===== src/rtl/quadrilatero_mem_arbiter.sv =====
// Round-robin arbiter sharing one wide memory port between NUM_REQ requesters.
// Define QUADRILATERO_MEM_ARB_STATS_EN to add grant/stall statistic counters.
module quadrilatero_mem_arbiter #(
    parameter int unsigned NUM_REQ         = 2,
    parameter int unsigned BUS_WIDTH       = 128,
    parameter int unsigned MAX_OUTSTANDING = 4
) (
    input  logic                           clk_i,
    input  logic                           rst_ni,
    input  logic [NUM_REQ-1:0]             req_i,
    input  logic [NUM_REQ-1:0]             we_i,
    input  logic [NUM_REQ*BUS_WIDTH/8-1:0] be_i,
    input  logic [NUM_REQ*32-1:0]          addr_i,
    input  logic [NUM_REQ*BUS_WIDTH-1:0]   wdata_i,
    output logic [NUM_REQ-1:0]             gnt_o,
    output logic [NUM_REQ-1:0]             rvalid_o,
    output logic [BUS_WIDTH-1:0]           rdata_o,
    output logic                           mem_req_o,
    output logic                           mem_we_o,
    output logic [BUS_WIDTH/8-1:0]         mem_be_o,
    output logic [31:0]                    mem_addr_o,
    output logic [BUS_WIDTH-1:0]           mem_wdata_o,
    input  logic                           mem_gnt_i,
    input  logic                           mem_rvalid_i,
    input  logic [BUS_WIDTH-1:0]           mem_rdata_i,
    output logic                           err_o
`ifdef QUADRILATERO_MEM_ARB_STATS_EN
    ,
    output logic [NUM_REQ*32-1:0]          stat_grant_cnt_o,
    output logic [31:0]                    stat_stall_cnt_o
`endif
);

    localparam int unsigned BEW = BUS_WIDTH / 8;
    localparam int unsigned IW  = $clog2(NUM_REQ);
    localparam int unsigned PW  = (MAX_OUTSTANDING > 1) ? $clog2(MAX_OUTSTANDING) : 1;
    localparam int unsigned CW  = $clog2(MAX_OUTSTANDING) + 1;

    logic [BEW-1:0]       be_arr    [NUM_REQ];
    logic [31:0]          addr_arr  [NUM_REQ];
    logic [BUS_WIDTH-1:0] wdata_arr [NUM_REQ];

    logic [IW-1:0] rr_ptr;
    logic [IW-1:0] lock_idx;
    logic [IW-1:0] rr_sel;
    logic [IW-1:0] sel;
    logic [IW-1:0] sel_next;
    logic [IW:0]   cand;
    logic          lock;
    logic          lock_hold;
    logic          any_req;
    logic          found;
    logic          grant;
    logic          pop;
    logic          fifo_full;
    logic          fifo_empty;
    logic          err_q;

    logic [IW-1:0] fifo_mem [MAX_OUTSTANDING];
    logic [PW-1:0] wr_ptr;
    logic [PW-1:0] rd_ptr;
    logic [CW-1:0] count;

    for (genvar k = 0; k < NUM_REQ; k++) begin : g_unpack
        assign be_arr[k]    = be_i[k*BEW +: BEW];
        assign addr_arr[k]  = addr_i[k*32 +: 32];
        assign wdata_arr[k] = wdata_i[k*BUS_WIDTH +: BUS_WIDTH];
    end

    // First asserted request at or after rr_ptr, searching circularly.
    always_comb begin
        rr_sel = '0;
        found  = 1'b0;
        cand   = '0;
        for (int i = 0; i < NUM_REQ; i++) begin
            cand = {1'b0, rr_ptr} + (IW+1)'(i);
            if (cand >= (IW+1)'(NUM_REQ)) begin
                cand = cand - (IW+1)'(NUM_REQ);
            end
            if (!found && req_i[cand[IW-1:0]]) begin
                rr_sel = cand[IW-1:0];
                found  = 1'b1;
            end
        end
    end

    // A locked requester that drops req_i forfeits its lock this cycle.
    assign lock_hold  = lock && req_i[lock_idx];
    assign sel        = lock_hold ? lock_idx : rr_sel;
    assign sel_next   = (sel == IW'(NUM_REQ - 1)) ? '0 : sel + IW'(1);

    assign any_req    = |req_i;
    assign fifo_full  = (count == CW'(MAX_OUTSTANDING));
    assign fifo_empty = (count == '0);
    assign mem_req_o  = any_req && !fifo_full;
    assign grant      = mem_req_o && mem_gnt_i;
    assign pop        = mem_rvalid_i && !fifo_empty;
    assign rdata_o    = mem_rdata_i;
    assign err_o      = err_q;

    always_comb begin
        mem_we_o    = 1'b0;
        mem_be_o    = '0;
        mem_addr_o  = '0;
        mem_wdata_o = '0;
        gnt_o       = '0;
        rvalid_o    = '0;
        if (mem_req_o) begin
            mem_we_o    = we_i[sel];
            mem_be_o    = be_arr[sel];
            mem_addr_o  = addr_arr[sel];
            mem_wdata_o = wdata_arr[sel];
        end
        if (grant) begin
            gnt_o[sel] = 1'b1;
        end
        if (pop) begin
            rvalid_o[fifo_mem[rd_ptr]] = 1'b1;
        end
    end

    always_ff @(posedge clk_i or negedge rst_ni) begin
        if (!rst_ni) begin
            rr_ptr   <= '0;
            lock     <= 1'b0;
            lock_idx <= '0;
            wr_ptr   <= '0;
            rd_ptr   <= '0;
            count    <= '0;
            err_q    <= 1'b0;
        end else begin
            lock <= mem_req_o && !mem_gnt_i;
            if (mem_req_o && !mem_gnt_i) begin
                lock_idx <= sel;
            end
            if (grant) begin
                rr_ptr <= sel_next;
                wr_ptr <= (wr_ptr == PW'(MAX_OUTSTANDING - 1)) ? '0 : wr_ptr + PW'(1);
            end
            if (pop) begin
                rd_ptr <= (rd_ptr == PW'(MAX_OUTSTANDING - 1)) ? '0 : rd_ptr + PW'(1);
            end
            if (grant && !pop) begin
                count <= count + CW'(1);
            end else if (pop && !grant) begin
                count <= count - CW'(1);
            end
            if (mem_rvalid_i && fifo_empty) begin
                err_q <= 1'b1;
            end
        end
    end

    always_ff @(posedge clk_i) begin
        if (grant) begin
            fifo_mem[wr_ptr] <= sel;
        end
    end

`ifdef QUADRILATERO_MEM_ARB_STATS_EN
    logic [31:0] grant_cnt [NUM_REQ];
    logic [31:0] stall_cnt;

    always_ff @(posedge clk_i or negedge rst_ni) begin
        if (!rst_ni) begin
            for (int k = 0; k < NUM_REQ; k++) begin
                grant_cnt[k] <= '0;
            end
            stall_cnt <= '0;
        end else begin
            for (int k = 0; k < NUM_REQ; k++) begin
                if (grant && (sel == IW'(k))) begin
                    grant_cnt[k] <= grant_cnt[k] + 32'd1;
                end
            end
            if (any_req && !grant) begin
                stall_cnt <= stall_cnt + 32'd1;
            end
        end
    end

    for (genvar k = 0; k < NUM_REQ; k++) begin : g_stat
        assign stat_grant_cnt_o[k*32 +: 32] = grant_cnt[k];
    end
    assign stat_stall_cnt_o = stall_cnt;
`endif

endmodule


===== config.mk =====
export PLATFORM = sky130hd
export DESIGN_NAME = quadrilatero_mem_arbiter
export DESIGN_NICKNAME = d
export VERILOG_FILES = /design/src/rtl/quadrilatero_mem_arbiter.sv
export SDC_FILE = /design/constraint.sdc
export NUM_CORES = 1
export LEC_CHECK = 0
export ABC_AREA = 1
export BUFFER_PORTS_ARGS = -buffer_cell sky130_fd_sc_hd__buf_2
export CAP_MARGIN = 15
export CORE_AREA = 2 2 309 311
export CTS_BUF_LIST = sky130_fd_sc_hd__clkbuf_16
export DETAILED_ROUTE_END_ITERATION = 10
export DIE_AREA = 0 0 311 313
export HOLD_SLACK_MARGIN = 0.05
export PLACE_DENSITY = 0.3
export REMOVE_ABC_BUFFERS = 1
export SYNTH_ARGS = -nofsm -noshare
export SYNTH_HDL_FRONTEND = slang
export SYNTH_SLANG_ARGS = --single-unit

===== constraint.sdc =====
create_clock -name clk_i -period 1.7 [get_ports clk_i]
set_input_delay 0.34 -clock clk_i [delete_from_list [all_inputs] [get_ports clk_i]]
set_output_delay 0.34 -clock clk_i [all_outputs]
set_load 0.02 [all_outputs]

# Word level (Yosys, flattened, before mapping)
# Memories as Yosys holds them, arrays and structs flattened.
# Index checks and enable logic that the tools add are counted.
# classes
add_sub_neg	8
n_lt_le_gt_ge	10
n_eq_ne	3
n_mux	40
bitwise	1
reduce_logical	20
# ops
op	n
2-to-1 mux 128 bit	4
2-to-1 mux 32 bit	4
2-to-1 mux 16 bit	4
2-to-1 mux 1 bit	20
logical AND 1 bit	11
less-than comparator 1 x 2 -> 1 bit, second input constant	5
2-to-1 mux 2 bit	4
logical NOT 1 bit	6
2-to-1 mux 3 bit	2
adder 2 x 1 -> 2 bit, second input constant	2
equality test 2 bit, second input constant	2
greater-or-equal comparator 2 bit, second input constant	2
adder 3 x 1 -> 3 bit, second input constant	1
equality test 3 bit, second input constant	1
logical NOT 3 bit	1
subtractor 3 x 1 -> 3 bit, second input constant	1
adder 1 x 1 -> 2 bit, second input constant	1
demux 1 bit (select 1 bit)	2
greater-or-equal comparator 1 bit, second input constant	2
greater-or-equal comparator 1 x 2 -> 1 bit, second input constant	1
inverter 1 -> 2 bit	1
nonzero test 2 bit	1
OR reduction 2 bit	1
subtractor 1 bit, second input constant	2
adder 1 bit, second input constant	1
# totals
ff_bits	11
ram_bits	4
output_inout_bits	311
memories	1
# mem_list
name	depth	word_bits	read_ports	rd_ports_with_merged_regs	wr	line	text
fifo_mem	4	1	1	0	1	59	logic [IW-1:0] fifo_mem [MAX_OUTSTANDING];

# Longest topological paths before layout
# Gate-level depths: netlist (run 1).
# logic_depth
word_depth	14
depth_mapped	11
mapped_depth_nobuf	11

# Worst setup path after synthesis (run 1)
# No wires, ideal clock.
# synth_timing
path_type	input -> register
startpoint	input req_i[1]
endpoint	register count[1]
setup_time_ns	0.126
arrival_ns	1.738
slack_ns	-0.165
cell_stages	9
n_path_buf	1
path_cell_list	buf_2 or2_1 nand3_2 inv_1 ha_1 inv_1 fa_1 nand2_1 o21ai_0
# synth_via
elab_chain_len	6
# synth_rtl
element	line	text
from (decl)	10	input logic [NUM_REQ-1:0] req_i,
OR reduction 2 bit (*)	92	assign any_req = |req_i;
logical AND 1 bit (*)	95	assign mem_req_o = any_req && !fifo_full;
logical AND 1 bit (*)	96	assign grant = mem_req_o && mem_gnt_i;
net grant	53	logic grant;
logical NOT 1 bit	145	end else if (pop && !grant) begin
logical AND 1 bit	145	
nonzero test 2 bit (no source line)	n/a	
to (signal assigned)	144	count <= count + CW'(1);
to (signal assigned)	146	count <= count - CW'(1);
to (decl)	62	logic [CW-1:0] count;
# The timed path passes the listed nets; every way through them passes the cells marked *.
# A chain may end at the register's enable or synchronous reset.

# Final worst setup path (run 1)
# layout_timing
startpoint	register lock
endpoint	output mem_wdata_o[63]
# layout_via
elab_chain_len	7
# layout_rtl
element	line	text
from (decl)	49	logic lock;
from (signal assigned)	132	lock <= mem_req_o && !mem_gnt_i;
logical AND 1 bit	88	assign lock_hold = lock && req_i[lock_idx];
2-to-1 mux 1 bit	89	assign sel = lock_hold ? lock_idx : rr_sel;
inverter 1 -> 2 bit (not written as such)	112	mem_wdata_o = wdata_arr[sel];
2-to-1 mux 128 bit (not written as such) (3 in series)	112	
2-to-1 mux 128 bit	108	if (mem_req_o) begin
to (decl)	22	output logic [BUS_WIDTH-1:0] mem_wdata_o,
# Every way passes these cells. The select of a mux whose other input is x is not followed.

==> results.md, run 1 <==
Critical path:
- The total buffers and inverters traversed by the critical path is 5.
- The critical path arrival is roughly 1.8 ns.
- The critical path is of the reg2out type.
- The cell with the largest stage delay on the worst path is sky130_fd_sc_hd__dfrtp_1.
- Along the worst path, the maximum fanout reaches 8.
- On the worst path, the slowest cell contributes a delay of 0.37 ns.
- The critical path goes through inv_2 > nand2_2 > nand3_4 > buf_12 > buf_16 > clkbuf_16 > nand3_2 > nand2_1 > nor2_1 > buf_4.
- On the critical path the largest part of the delay comes from buffers and inverters.
- STA classifies the critical path startpoint as a register.
- The worst setup path is captured at an output pin.
- For the worst setup path, the data required time is 1.36 ns.

Die:
- between 700 and 800 I/O pins were placed.
- The core footprint is about 94,000 um2.
- The die covers 97,300 um2.
- For this configuration, the core starts out at a cell density of 6.40%.
- In this run the vertical extent of the chip is roughly 310 um.
- The floorplan has 113 rows.
- The horizontal die dimension is between 300 and 400 um.

Clock tree:
- After clock tree synthesis, the clock-pin slew on the worst setup and hold paths is approximately 0.050 ns.
- Buffers inserted during clock tree synthesis total 3.
- The longest clock path from root to sink contains 2 buffers.
- The later pin in the worst-skew pair is clocked with a latency of 0.25 ns.
- TritonCTS built the clock tree.
- The buffer cell driving the clock tree root is sky130_fd_sc_hd__clkbuf_16.
- The count of clock tree sinks is 15.
- CTS built an H-tree with a depth of 1.

Detailed routing:
- The remaining design rule violation count is 0.
- The detail route stage leaves a number of antenna-violating nets equal to 0.
- For this block, the via count after detailed routing is around 9,700.
- The routed via count divided by cell count is 3.31.
- The pre-antenna-repair detailed-routing pass consisted of 4 iterations.
- The first routing iteration left between 500 and 600 violations.
- The total routed wirelength is approximately 67,000 um.
- In the final routed layout, each cell accounts on average for 22.7 um.

Final layout:
- Compared with the post-synthesis result, the final layout area differs by 111%.
- The number of nets in the layout is 2,173.
- The fraction of final layout cells sized beyond drive strength 1 is 55.6%.

Logic synthesis:
- The mean post-synth cell area is 5.02 um2.
- The number of synthesized flops with an enable pin is 4.
- Sorting the synthesized cells by area gives the leading types as sky130_fd_sc_hd__buf_4 (16%), sky130_fd_sc_hd__nand3_1 (15%), sky130_fd_sc_hd__a21oi_1 (15%), sky130_fd_sc_hd__nand2_1 (12%), sky130_fd_sc_hd__inv_1 (12%).
- The most used flip-flop cell after synthesis is sky130_fd_sc_hd__dfrtp_1.
- The synthesized netlist occupies a cell area of between 6000 and 7000 um2.
- The proportion of synthesized chip area in sequential cells is 6.56%.
- The gate count of the mapped netlist is 1,202.
- The number of warnings issued by yosys is 0.
- In the synthesized netlist the async set-or-reset flop fraction comes to 73.3%.
- The top-area cell type share of the netlist area is 16.1%.
- The post-synthesis cell type count is 23.
- The synthesized design contains 15 register bits.
- The most frequent cell after synthesis is sky130_fd_sc_hd__nand2_1.
- The cell type contributing the most total cell area after synthesis is sky130_fd_sc_hd__buf_4.
- Sorting the synthesized cells by how often they occur yields sky130_fd_sc_hd__nand2_1 (198), sky130_fd_sc_hd__inv_1 (197), sky130_fd_sc_hd__nor2_1 (185).

STA:
- The number of max-slew violations in the final report is 0.
- The maximum clock rate is 464 MHz.
- Final hold analysis gives a worst-case slack of approximately 0.38 ns.
- Setup repair after global routing could not meet its margin everywhere.
- The number of endpoints with negative hold slack in the final report came to 0.
- Subtracting the final worst setup slack from the clock period gives 2.16 ns.
- The post-route setup TNS is -66.97 ns.
- The worst setup skew after layout is 0.00239 ns.
- The worst pin sits at a relative slew slack of 77.7%.
- For the pin with the worst max-slew slack, the measured transition is between 0.3 and 0.4 ns.
- Of the available clock period, the critical path in the final layout requires 127%.
- Once routing completed, OpenROAD measured the worst setup slack at -0.456 ns.
- The setup-violating endpoint count in the final report is approximately 180.

Pwr:
- VDD sags by at most between 0.4 and 0.5 mV.
- For this design the static power due to leakage is roughly 6.7 nW.
- The power density over cell area is roughly 1100 nW/um2.
- The total power is 14.2 mW.

Place:
- The placer congestion estimate is 0.795.
- Buffers placed on the I/O ports in this run total 542.
- The post-placement worst setup slack is -0.527 ns.
- The HPWL after detailed placement is 53,000 um.

Status:
- The flow ran to the end, but the final reports show violations.
- The final reports fail on negative setup slack.

Global route:
- The first-pass GRT wire length is 84,000 um.
- The number of global-route vias before repair is 9,238.
- The global route total overflow is 0.
- Global routing used around an eighth of the available tracks.
- Entering global routing, the biggest net connects 46 pins.
- The initial antenna violation count is 27.

Job:
- The number of max-cap violations is 0.

Hold path:
- The type of the worst min-delay path is in2reg.
==> per-stage QoR <==
stage                     cells  utilization, %  area [um2]
after global placement     2903            10.7       10000
after CTS                  2925            12.0       11300
final                      2946            13.5       12700
after global routing       2942            13.5       12700
after floorplan             976               -        4560
after detailed placement   2903            10.7       10000
==> where the power goes <==
part	switching [mW]	internal [mW]	leakage (nW)
combinational	7.18	5.98	6.48
sequential	0.105	0.509	0.166
clock	0.154	0.312	0.0423
==> worst register-to-register path: stages, from the launching register on <==
cell,delay [ns]
sky130_fd_sc_hd__dfrtp_1,0.38
sky130_fd_sc_hd__inv_2,0.10
sky130_fd_sc_hd__nand3_4,0.12
sky130_fd_sc_hd__buf_6,0.14
sky130_fd_sc_hd__nand3_4,0.06
sky130_fd_sc_hd__inv_4,0.04
sky130_fd_sc_hd__ha_4,0.15
sky130_fd_sc_hd__inv_2,0.07
sky130_fd_sc_hd__fa_2,0.43
sky130_fd_sc_hd__nand2_1,0.08
sky130_fd_sc_hd__o21ai_2,0.05
==> cells in the final DEF, fill, tap and decap left out, types with 7 or more instances in the layout <==
cell                        instances
sky130_fd_sc_hd__buf_8              7
sky130_fd_sc_hd__buf_16             8
sky130_fd_sc_hd__nor2_4            22
sky130_fd_sc_hd__nand3_2           61
sky130_fd_sc_hd__nor2_1           129
sky130_fd_sc_hd__dfrtp_1           11
sky130_fd_sc_hd__nand3_1          113
sky130_fd_sc_hd__buf_12            25
sky130_fd_sc_hd__nand2_2           26
sky130_fd_sc_hd__buf_4            193
sky130_fd_sc_hd__a21oi_1          111
sky130_fd_sc_hd__a21oi_2           61
sky130_fd_sc_hd__nand2_1          169
sky130_fd_sc_hd__inv_1            193
sky130_fd_sc_hd__buf_2            374
sky130_fd_sc_hd__buf_6             71
sky130_fd_sc_hd__nor2_2            34
sky130_fd_sc_hd__nand3_4            8
sky130_fd_sc_hd__clkbuf_16         18
sky130_fd_sc_hd__a21oi_4            7
==> state kept, by name (all words and copies together), names as in the netlist <==
name      count
rr_ptr        1
lock_idx      1
lock          1
wr_ptr        2
err_o         1
rd_ptr        2
count         3
fifo_mem      4
==> layer usage <==
layer	global-route usage [%]	part of all wire (%)	vias up
li1	-	-	4543
met5	7.16	1.3	-
met3	11.9	20	72
met2	16.3	37	775
met1	14.7	41	4327
met4	0.845	0.92	26
==> cell families (layout without fill, tap and decap cells) <==
family,after synthesis,count (layout),synth area share [%]
simple gates,568,568,39.3
other cells,0,4,0
flops,15,15,6.56
compound gates,186,186,15.6
fa+ha+maj,7,7,1.58
xor+xnor,2,2,0.291
buf+inv,424,899,36.7
==> layout make-up <==
class	count	area (um2)
Fill cell	11200	81400
Timing Repair Buffer	696	5370
Multi-Input combinational cell	763	4500
Tap cell	1265	1580
Inverter	198	762
Sequential cell	15	395
Clock buffer	3	75.1
Timing Repair inverter	1	11.3
Antenna cell	4	10.0
Clock inverter	1	3.75
==> path summary, 6_finish.rpt <==
kind	from	to	slack [ns]	cells past startpoint
max	lock	mem_wdata_o[63]	-0.46	10
min	mem_rvalid_i	err_o	0.38	3
max reg2reg	count[0]	count[1]	-0.06	10
min reg2reg	err_o	err_o	0.48	1
max in group asynchronous	rst_ni	lock	0.92	2
min in group asynchronous	rst_ni	err_o	0.53	2
==> what timing repair did <==
action,CTS,global route
hold endpoints to repair,11,0
pin swaps,7,75
buffers inserted,10,9
gates resized for setup,259,290
cloned,7,19
setup endpoints to repair,184,184
hold buffers,1,0
(Power assumes the default switching activity.)
==> run 2: changes to the inputs <==
--- a/config.mk
+++ b/config.mk
@@ -13,7 +13,7 @@
 export DETAILED_ROUTE_END_ITERATION = 10
 export DIE_AREA = 0 0 311 313
 export HOLD_SLACK_MARGIN = 0.05
-export PLACE_DENSITY = 0.3
+export PLACE_DENSITY = 0.34
 export REMOVE_ABC_BUFFERS = 1
 export SYNTH_ARGS = -nofsm -noshare
 export SYNTH_HDL_FRONTEND = slang
==> results.md, run 2 (synthesis results as in run 1) <==
Critical path:
- The cell type group with the largest total delay on the critical path is buffers and inverters (unchanged).
- The maximum net fanout on the critical path came to 27 (was 8).
- Cell Chain, Critical Path: inv_1 > nand2_2 > nand3_4 > buf_12 > buf_12 > a21oi_1 > buf_4 > nor2_4 > buf_6 (was inv_2 > nand2_2 > nand3_4 > buf_12 > buf_16 > clkbuf_16 > nand3_2 > nand2_1 > nor2_1 > buf_4).
- The worst endpoint required time is 1.36 ns (about the same).
- The total buffers and inverters traversed by the critical path is 5 (unchanged).
- The largest incremental delay on the critical path is 0.38 ns (was 0.37 ns).
- The sort of element at the end of the critical path is an output pin (unchanged).
- The critical path start-end classification is reg2out (unchanged).
- The cell with the largest stage delay on the worst path is sky130_fd_sc_hd__dfrtp_1 (unchanged).
- The launching point of the worst reg2reg path is count[0] (unchanged).
- The most used cell along the critical path is sky130_fd_sc_hd__buf_12.
- The startpoint type of the worst setup path is a register (unchanged).
- The source of the critical timing path was lock (unchanged).
- The critical path arrival came to 1.79 ns (was 1.82 ns).

Final layout:
- The utilization after layout is 13.0% (was 13.5%).
- The most common cell after layout, fill and taps aside is sky130_fd_sc_hd__buf_2 (unchanged).
- The fraction of final layout cells sized beyond drive strength 1 came to 51.7% (was 55.6%).
- The flip-flop and latch area is 397 um2 (was 395 um2).
- The area growth from synthesis to layout is 103% (was 111%).
- The number of fillers in the final layout is 11,100 (was 11,200).
- The footprint of the multi-input gates is 4200 um2 (was 4500 um2).
- The final instance count without filler cells came to 2,939 (was 2,946).
- The register containing the most flip-flops in the final layout is fifo_mem (unchanged).
- The number of nets in the layout was 2,166 (was 2,173).
- The cell area after layout is 12,300 um2 (was 12,700 um2).
- Most frequent cells in the layout: sky130_fd_sc_hd__buf_2 (372), sky130_fd_sc_hd__buf_4 (213), sky130_fd_sc_hd__inv_1 (191) (was sky130_fd_sc_hd__buf_2 (374), sky130_fd_sc_hd__inv_1 (193), sky130_fd_sc_hd__buf_4 (193)).
- Registers with the most flip-flops: fifo_mem: 4 flops, count: 3 flops (unchanged).
- The number of flip-flops in the largest register is 4 (unchanged).

Clock tree:
- The count of clock tree sinks is 15 (unchanged).
- The buffer cell driving the clock tree root is sky130_fd_sc_hd__clkbuf_16 (unchanged).
- The number of buffers created by CTS is 3 (unchanged).
- The H-tree level count is 1 (unchanged).
- The post-CTS clock slew at the launch and capture registers of the worst setup and hold paths is 0.05 ns (about the same).
- The TritonCTS clock tree is built (unchanged).
- The source-to-sink clock delay at the later pin of the worst-skew pair is 0.25 ns (about the same).
- The buffer depth of the longest clock path came to 2 (unchanged).

Detailed routing:
- The detail-routed net length per standard cell is 22.4 um (was 22.7 um).
- The remaining design rule violation count came to 0 (unchanged).
- The total routed wirelength came to 65,900 um (was 67,000 um).
- The number of DRC markers in iteration 0 is 552 (was 513).
- The routed via count divided by cell count is 3.29 (was 3.31).
- The post-route antenna net violation count is 0 (unchanged).
- The count of vias placed by the detailed router was 9,681 (was 9,743).
- The total iterations of the first detailed-routing run is 5 (was 4).

Pwr:
- The internal power came to 6.53 mW (was 6.80 mW).
- The share of power burned in combinational logic is 92.1% (was 92.4%).
- The power share of the clock group is 3.4% (was 3.3%).
- The net switching power figure came to 7.22 mW (was 7.44 mW).
- The static leakage power is 6.57 nW (was 6.69 nW).
- The total power is 13.8 mW (was 14.2 mW).
- The switching share of total power was 52.5% (was 52.2%).
- The largest vdd supply drop is 0.490 mV (was 0.407 mV).
- The power density over cell area was 1120 nW/um2 (about the same).
- The power share of the sequential group was 4.5% (was 4.3%).

Place:
- The cell area after placement was 9980 um2 (was 10,000 um2).
- The number of port buffers is 542 (unchanged).
- The post-placement worst setup slack came to -0.513 ns (was -0.527 ns).
- The placer congestion estimate is 0.805 (was 0.795).
- The HPWL after detailed placement was 52,700 um (was 53,000 um).
- The cell count after placement is 2,893 (was 2,903).

Global route:
- The total global-route track usage is 12.1% (was 12.6%).
- The number of global-route vias before repair came to 8,858 (was 9,238).
- The global route total overflow was 0 (unchanged).
- The initial antenna violation count is 33 (was 27).
- The first-pass GRT wire length is 80,100 um (was 84,000 um).
- The maximum number of pins on one net before global-route repair is 47 (was 46).

STA:
- The clock period minus worst slack is 2.13 ns (was 2.16 ns).
- The post-route setup TNS is -62.12 ns (was -66.97 ns).
- The setup-violating endpoint count in the final report came to 182 (was 184).
- The worst setup skew after layout is 0.00172 ns (was 0.00239 ns).
- The worst hold margin was 0.368 ns (was 0.378 ns).
- Unrepaired setup endpoints after global routing: yes (unchanged).
- The number of endpoints with negative hold slack in the final report is 0 (unchanged).
- The final worst-path setup slack was -0.434 ns (was -0.456 ns).
- The max-slew headroom at the worst pin is 78.8% (was 77.7%).
- The transition time at the pin with the least slew margin is 0.319 ns (was 0.335 ns).
- The number of max-slew violations in the final report came to 0 (unchanged).
- The maximum clock rate is 469 MHz (was 464 MHz).
- The share of the clock period used by the worst path after layout is 126% (was 127%).

Hold path:
- The startpoint of the most critical hold path is mem_rvalid_i (unchanged).
- The type of the worst min-delay path is in2reg (unchanged).

Die:
- The horizontal die dimension is 311 um (unchanged).
- The floorplan die height is 313 um (unchanged).
- The core footprint is 94,200 um2 (unchanged).
- The starting density of the core is 6.40% (unchanged).
- The count of standard-cell rows is 113 (unchanged).
- The number of ports placed on the die boundary is 799 (unchanged).
- The total die area was 97,300 um2 (unchanged).

Job:
- The number of max-cap violations came to 0 (unchanged).

Status:
- Violations in the final reports: negative setup slack (unchanged).
- Status: finished with violations (unchanged).
[run 2: changes by cell type in the layout (fill, tap and decap cells not counted), sizes merged]
cell,previous run,this run
inv,200,199
clkbuf,19,15
clkinv,0,1
buf,678,675
[run 2: tightest hold or removal path, cell delays in order]
cell and delay, ns:
sky130_fd_sc_hd__buf_2 0.12, sky130_fd_sc_hd__inv_1 0.05, sky130_fd_sc_hd__o21bai_1 0.06
[run 2: power groups by stage]
| stage | registers (mW) | logic [mW] | clock network, mW |
|---|---|---|---|
| after CTS | 0.611 | 10.5 | 0.481 |
| after global placement | 0.609 | 9.46 | 0 |
| after global routing | 0.635 | 13.7 | 0.499 |
| after detailed placement | 0.607 | 9.38 | 0 |
| after floorplan | 0.593 | 4.22 | 0 |
| final | 0.619 | 12.7 | 0.466 |
[run 2: worst paths after layout]
check / end / slack, ns / cells past startpoint
max: mem_wdata_o[16] / -0.43 / 9
max reg2reg: count[2] / -0.05 / 11
min reg2reg: err_o / 0.49 / 1
min in group asynchronous: rd_ptr[1] / 0.54 / 2
max in group asynchronous: rd_ptr[0] / 0.92 / 2
min: err_o / 0.37 / 3
[run 2: metal layers]
layer	wire length (um)	share of wire, %	GRT usage, %	vias up
met5	744	1.1	5.42	-
met4	611	0.93	0.944	22
met3	11500	17	9.74	62
met2	24900	38	15.6	786
met1	28100	43	15.4	4276
li1	-	-	-	4535
[run 2: final cells by class]
type / count / share of cell area [%]
antenna: 4 / 0.0817
clock buffer: 3 / 0.612
clock inverter: 1 / 0.0408
inverter: 198 / 6.24
multi-input combinational: 763 / 34.2
sequential: 15 / 3.24
tap: 1265 / 12.9
timing repair buffer: 689 / 42.5
timing repair inverter: 1 / 0.163
[run 2: repair_timing]
| item | 4_1_cts | 5_1_grt |
|---|---|---|
| buffers inserted | 2 | 17 |
| pin swaps | 4 | 46 |
| cloned | 4 | 15 |
| hold buffers | 1 | 0 |
| endpoints found under the setup margin | 184 | 184 |
| resized for setup | 136 | 333 |
| hold endpoints to repair | 11 | 0 |
